## src/rtl/ht_cmd_ingress.sv

```systemverilog
// ht_cmd_ingress: command FIFO in front of the hash table pipeline.
// Sequences the head/data RAM clears before any command is forwarded.
module ht_cmd_ingress #(
    parameter int CMD_W      = 64,
    parameter int FIFO_DEPTH = 8,
    parameter int CNT_W      = $clog2(FIFO_DEPTH) + 1
) (
    input  logic             clk_i,
    input  logic             rst_i,
    input  logic [CMD_W-1:0] cmd_i,
    input  logic             cmd_valid_i,
    output logic             cmd_ready_o,
    output logic [CMD_W-1:0] cmd_o,
    output logic             cmd_valid_o,
    input  logic             cmd_ready_i,
    output logic             head_clear_run_o,
    input  logic             head_clear_done_i,
    output logic             data_clear_run_o,
    input  logic             data_clear_done_i,
    input  logic             clear_req_i,
    input  logic             pipeline_idle_i,
    output logic             init_done_o,
    output logic [CNT_W-1:0] fifo_used_o
);
    localparam int AW = $clog2(FIFO_DEPTH);

    typedef enum logic [2:0] {S_RESET, S_CLEAR_RUN, S_CLEAR_WAIT, S_READY, S_DRAIN} state_t;

    state_t           r_state, w_next;
    logic [CMD_W-1:0] r_mem [FIFO_DEPTH];
    logic [AW-1:0]    r_wr_ptr, r_rd_ptr;
    logic [CNT_W-1:0] r_cnt;
    logic             r_head_done, r_data_done;
    logic             w_empty, w_full, w_push, w_pop, w_both_done;

    assign w_empty          = r_cnt == '0;
    assign w_full           = r_cnt == CNT_W'(FIFO_DEPTH);
    assign cmd_ready_o      = (r_state == S_READY) && !w_full;
    assign cmd_valid_o      = (r_state == S_READY || r_state == S_DRAIN) && !w_empty;
    assign cmd_o            = cmd_valid_o ? r_mem[r_rd_ptr] : '0;
    assign w_push           = cmd_valid_i && cmd_ready_o;
    assign w_pop            = cmd_valid_o && cmd_ready_i;
    assign head_clear_run_o = r_state == S_CLEAR_RUN;
    assign data_clear_run_o = r_state == S_CLEAR_RUN;
    assign init_done_o      = r_state == S_READY;
    assign fifo_used_o      = r_cnt;
    // A done pulse arriving in the same cycle counts as if already latched.
    assign w_both_done      = (r_head_done || head_clear_done_i) && (r_data_done || data_clear_done_i);

    always_comb begin
        w_next = r_state;
        case (r_state)
            S_RESET:      w_next = S_CLEAR_RUN;
            S_CLEAR_RUN:  w_next = S_CLEAR_WAIT;
            S_CLEAR_WAIT: w_next = w_both_done ? S_READY : S_CLEAR_WAIT;
            S_READY:      w_next = clear_req_i ? S_DRAIN : S_READY;
            S_DRAIN:      w_next = (w_empty && pipeline_idle_i) ? S_CLEAR_RUN : S_DRAIN;
            default:      w_next = S_RESET;
        endcase
    end

    always_ff @(posedge clk_i or posedge rst_i) begin
        if (rst_i) begin
            r_state     <= S_RESET;
            r_head_done <= 1'b0;
            r_data_done <= 1'b0;
            r_wr_ptr    <= '0;
            r_rd_ptr    <= '0;
            r_cnt       <= '0;
        end else begin
            r_state     <= w_next;
            r_head_done <= (r_state == S_CLEAR_RUN) ? 1'b0 :
                           (r_state == S_CLEAR_WAIT && head_clear_done_i) ? 1'b1 : r_head_done;
            r_data_done <= (r_state == S_CLEAR_RUN) ? 1'b0 :
                           (r_state == S_CLEAR_WAIT && data_clear_done_i) ? 1'b1 : r_data_done;
            if (w_push) r_wr_ptr <= r_wr_ptr + AW'(1);
            if (w_pop) r_rd_ptr <= r_rd_ptr + AW'(1);
            r_cnt       <= r_cnt + CNT_W'(w_push) - CNT_W'(w_pop);
        end
    end

    always_ff @(posedge clk_i) begin
        if (w_push) r_mem[r_wr_ptr] <= cmd_i;
    end
endmodule
```

## config.mk

```make
export PLATFORM = sky130hd
export DESIGN_NAME = ht_cmd_ingress
export DESIGN_NICKNAME = d
export VERILOG_FILES = /design/src/rtl/ht_cmd_ingress.sv
export SDC_FILE = /design/constraint.sdc
export NUM_CORES = 1
export LEC_CHECK = 0
export BUFFER_PORTS_ARGS = -buffer_cell sky130_fd_sc_hd__buf_2
export CORE_MARGIN = 2
export CORE_UTILIZATION = 40
export DETAILED_ROUTE_END_ITERATION = 6
export GPL_TIMING_DRIVEN = 0
export PLACE_DENSITY_LB_ADDON = 0.25
export SLEW_MARGIN = 20
export SYNTH_ARGS = -nofsm -noshare
export SYNTH_HDL_FRONTEND = slang
export SYNTH_SLANG_ARGS = --single-unit
```

## constraint.sdc

```tcl
create_clock -name clk_i -period 6.5 [get_ports clk_i]
set_input_delay 0 -clock clk_i [delete_from_list [all_inputs] [get_ports clk_i]]
set_output_delay 0 -clock clk_i [all_outputs]
set_load 0.005 [all_outputs]
```

==> results.json <==
{
  "status": "complete, no violations",
  "drtAntennaViolNets": 0,
  "dpl_cell_area_um2": 22800,
  "ctsResizeCount": 0,
  "synth_area_leaders": "edfxtp_1 75%, mux2i_1 12%, a22oi_1 4.7%",
  "worstHoldPathType": "input pin to asynchronous set/reset pin",
  "drt-vias-per-instance": 5.20,
  "syn-num-nets": 1194,
  "final_cell_area_um2": 25100,
  "drv_cap": 0,
  "end_kind": "output pin",
  "cts_setup_buffers": 0,
  "wire_per_inst_um": 22.1,
  "final_common_cell": "edfxtp_1",
  "antenna_found_initial": 3,
  "cts_tree": "built",
  "r2r_end": "r_mem[5][43]",
  "cp_max_fo": 10,
  "synth-adder-area-share_pct": 0.585,
  "power.static_leakage_uw": 0.00935,
  "fin_crit_sh_pct": 43.9,
  "rrSetupSlack_ps": 3690,
  "dpl_worst_slack_ps": 3660,
  "drive_gt1_share_pct": 21.8,
  "cts_num_sinks": 527,
  "fmax_mhz": 350,
  "port_buffers": 144,
  "mostFrequentLayoutCells": "512 x edfxtp_1, 256 x mux2i_1, 173 x buf_2",
  "setup-tns-final_ps": 0,
  "drt_iter0_drc": 905,
  "grt_overflow": 0,
  "start_kind": "register",
  "min_period_ps": 2850,
  "gp_congestion": 0.726,
  "fp.dieW_um": 230,
  "synth.largest_area_cell": "edfxtp_1",
  "synth-compound-area-share_pct": 5.16,
  "ys.flop_type": "edfxtp_1",
  "vias": 11200,
  "clk_latency_ps": 590,
  "drcViolationCount": 0,
  "r2r_start": "fifo_used_o[2]",
  "ctsLongestPathBuffers": 3,
  "drtPass1Iterations": 5,
  "die-area_um2": 53100,
  "h-tree-depth": 2,
  "power.total_uw": 10100,
  "routed_wirelength_mm": 47.7,
  "io_pins": 145,
  "synthArstFlopShare_pct": 2.85,
  "initial_core_util_pct": 40.2,
  "yosys_warnings": 0,
  "tightest_slew_ps": 875,
  "yosysSeqAreaShare_pct": 76.8,
  "core.rowCount": 83,
  "area_growth_pct": 22.5,
  "path_clk_slew_ps": 60,
  "grt_pass1_vias": 11300,
  "finalNetCount": 1519,
  "rsz0062_at_grt": "false",
  "final_max_slew_viol_count": 0,
  "synthMuxAreaShare_pct": 12.7,
  "reg2reg_depth": 8,
  "vdd_ir_drop_max_v": 0.000193,
  "relSlewSlack_pct": 41.6,
  "synthSimpleGateAreaFrac_pct": 2.84,
  "critPathKind": "register to output pin",
  "die_h_um": 230,
  "worst_clock_skew_ps": 6.67,
  "netlist_instances": 1113,
  "hold_buffers": 72,
  "grt_max_degree": 21,
  "layout_setup_ws_ps": 3650,
  "nFillCells": 4205,
  "grt_usage_pct": 18.1,
  "cp_data_arrival_time_ps": 2850,
  "synthDistinctLibCells": 40,
  "synth_top_area_share_pct": 74.9,
  "synth_top_family_by_area": "multiplexers",
  "synth_seq_cells": 527,
  "cp.required_ps": 6500,
  "hold_ws_ps": 74.0,
  "root_buffer": "clkbuf_16",
  "setup_viol": 0,
  "dp_hpwl_mm": 30.6,
  "synth-edff-count": 512,
  "core_um2": 51000,
  "power_density_nw_per_um2": 401,
  "finalHoldViolations": 0,
  "synth_area_um2": 20500,
  "syn_avg_cell_area_um2": 18.4,
  "grt_pass1_wl_mm": 71.6,
  "synthXorXnorAreaFrac_pct": 0.256,
  "cts_made_buffers": 53
}
## metrics by stage
stage	cells	utilization [%]
2_1_floorplan	1113	-
3_3_place_gp	1937	43.3
3_5_place_dp	1991	44.7
4_1_cts	2156	49.3
5_1_grt	2158	49.3
6_report	2158	49.3
## state kept, by name (all words and copies together), names as in the netlist
name / cells
r_mem: 512
fifo_used_o: 4
r_rd_ptr: 3
r_state: 3
r_wr_ptr: 3
r_data_done: 1
r_head_done: 1
## final cells by class
| type | count | area, µm² | area share (%) |
|---|---|---|---|
| Sequential cell | 527 | 15800 | 62.6 |
| Multi-Input combinational cell | 512 | 4470 | 17.8 |
| Clock inverter | 21 | 176 | 0.702 |
| Clock buffer | 72 | 1440 | 5.72 |
| Timing Repair Buffer | 270 | 2100 | 8.36 |
| Antenna cell | 2 | 5.00 | 0.0199 |
| Tap cell | 680 | 851 | 3.38 |
| Inverter | 9 | 33.8 | 0.134 |
| Buffer | 65 | 322 | 1.28 |
## routing by layer
metal  share of wire, %  global-route usage [%]
met5              0.015                       0
met4                2.4                    5.48
met3                5.2                    3.47
met2                 47                    29.0
met1                 45                    25.1
## report_power, final
| part | leakage, µW | internal [µW] | switching (µW) |
|---|---|---|---|
| Sequential | 0.00479 | 3960 | 92.6 |
| Clock | 0.000788 | 1660 | 1200 |
| Combinational | 0.00378 | 1290 | 1880 |
| Total | 0.00935 | 6910 | 3170 |
## kinds of logic (layout without fill, tap and decap cells)
logic type      count (synthesis)  in the layout
fa+ha+maj                       9              9
buf+inv                        74            437
mux                           259            259
compound gates                141            141
other cells                     0              2
flops                         527            527
xor+xnor                        6              6
simple gates                   97             97
## Yosys cell counts (3+ instances only)
| cell | number |
|---|---|
| a21o_1 | 3 |
| a22o_1 | 3 |
| a22oi_1 | 128 |
| and3_1 | 65 |
| buf_2 | 29 |
| buf_4 | 9 |
| clkbuf_1 | 25 |
| dfrtp_1 | 15 |
| edfxtp_1 | 512 |
| ha_1 | 8 |
| inv_1 | 8 |
| mux2i_1 | 256 |
| nand2_1 | 3 |
| nand3_1 | 3 |
| nor2_1 | 8 |
| nor3_1 | 5 |
| xnor2_1 | 3 |
| xor2_1 | 3 |
## critical path: stages (launching register included)
cell and delay, ps:
dfrtp_1 450, nor2_2 720, clkbuf_1 560, a22oi_1 150, and3_1 260, buf_2 140
## worst max path at each step
stage	startpoint	to	slack, ps	cells after the start
floorplan	fifo_used_o[2]	r_mem[5][0]	560	5
CTS	fifo_used_o[2]	r_mem[5][45]	3630	8
global placement	fifo_used_o[2]	r_mem[3][40]	-4390	5
global route	r_state[2]	r_mem[5][45]	3480	7
detailed placement	fifo_used_o[2]	r_mem[5][37]	3660	8
finish	r_rd_ptr[0]	cmd_o[26]	3650	5
Power figures use the tool's default switching activity.
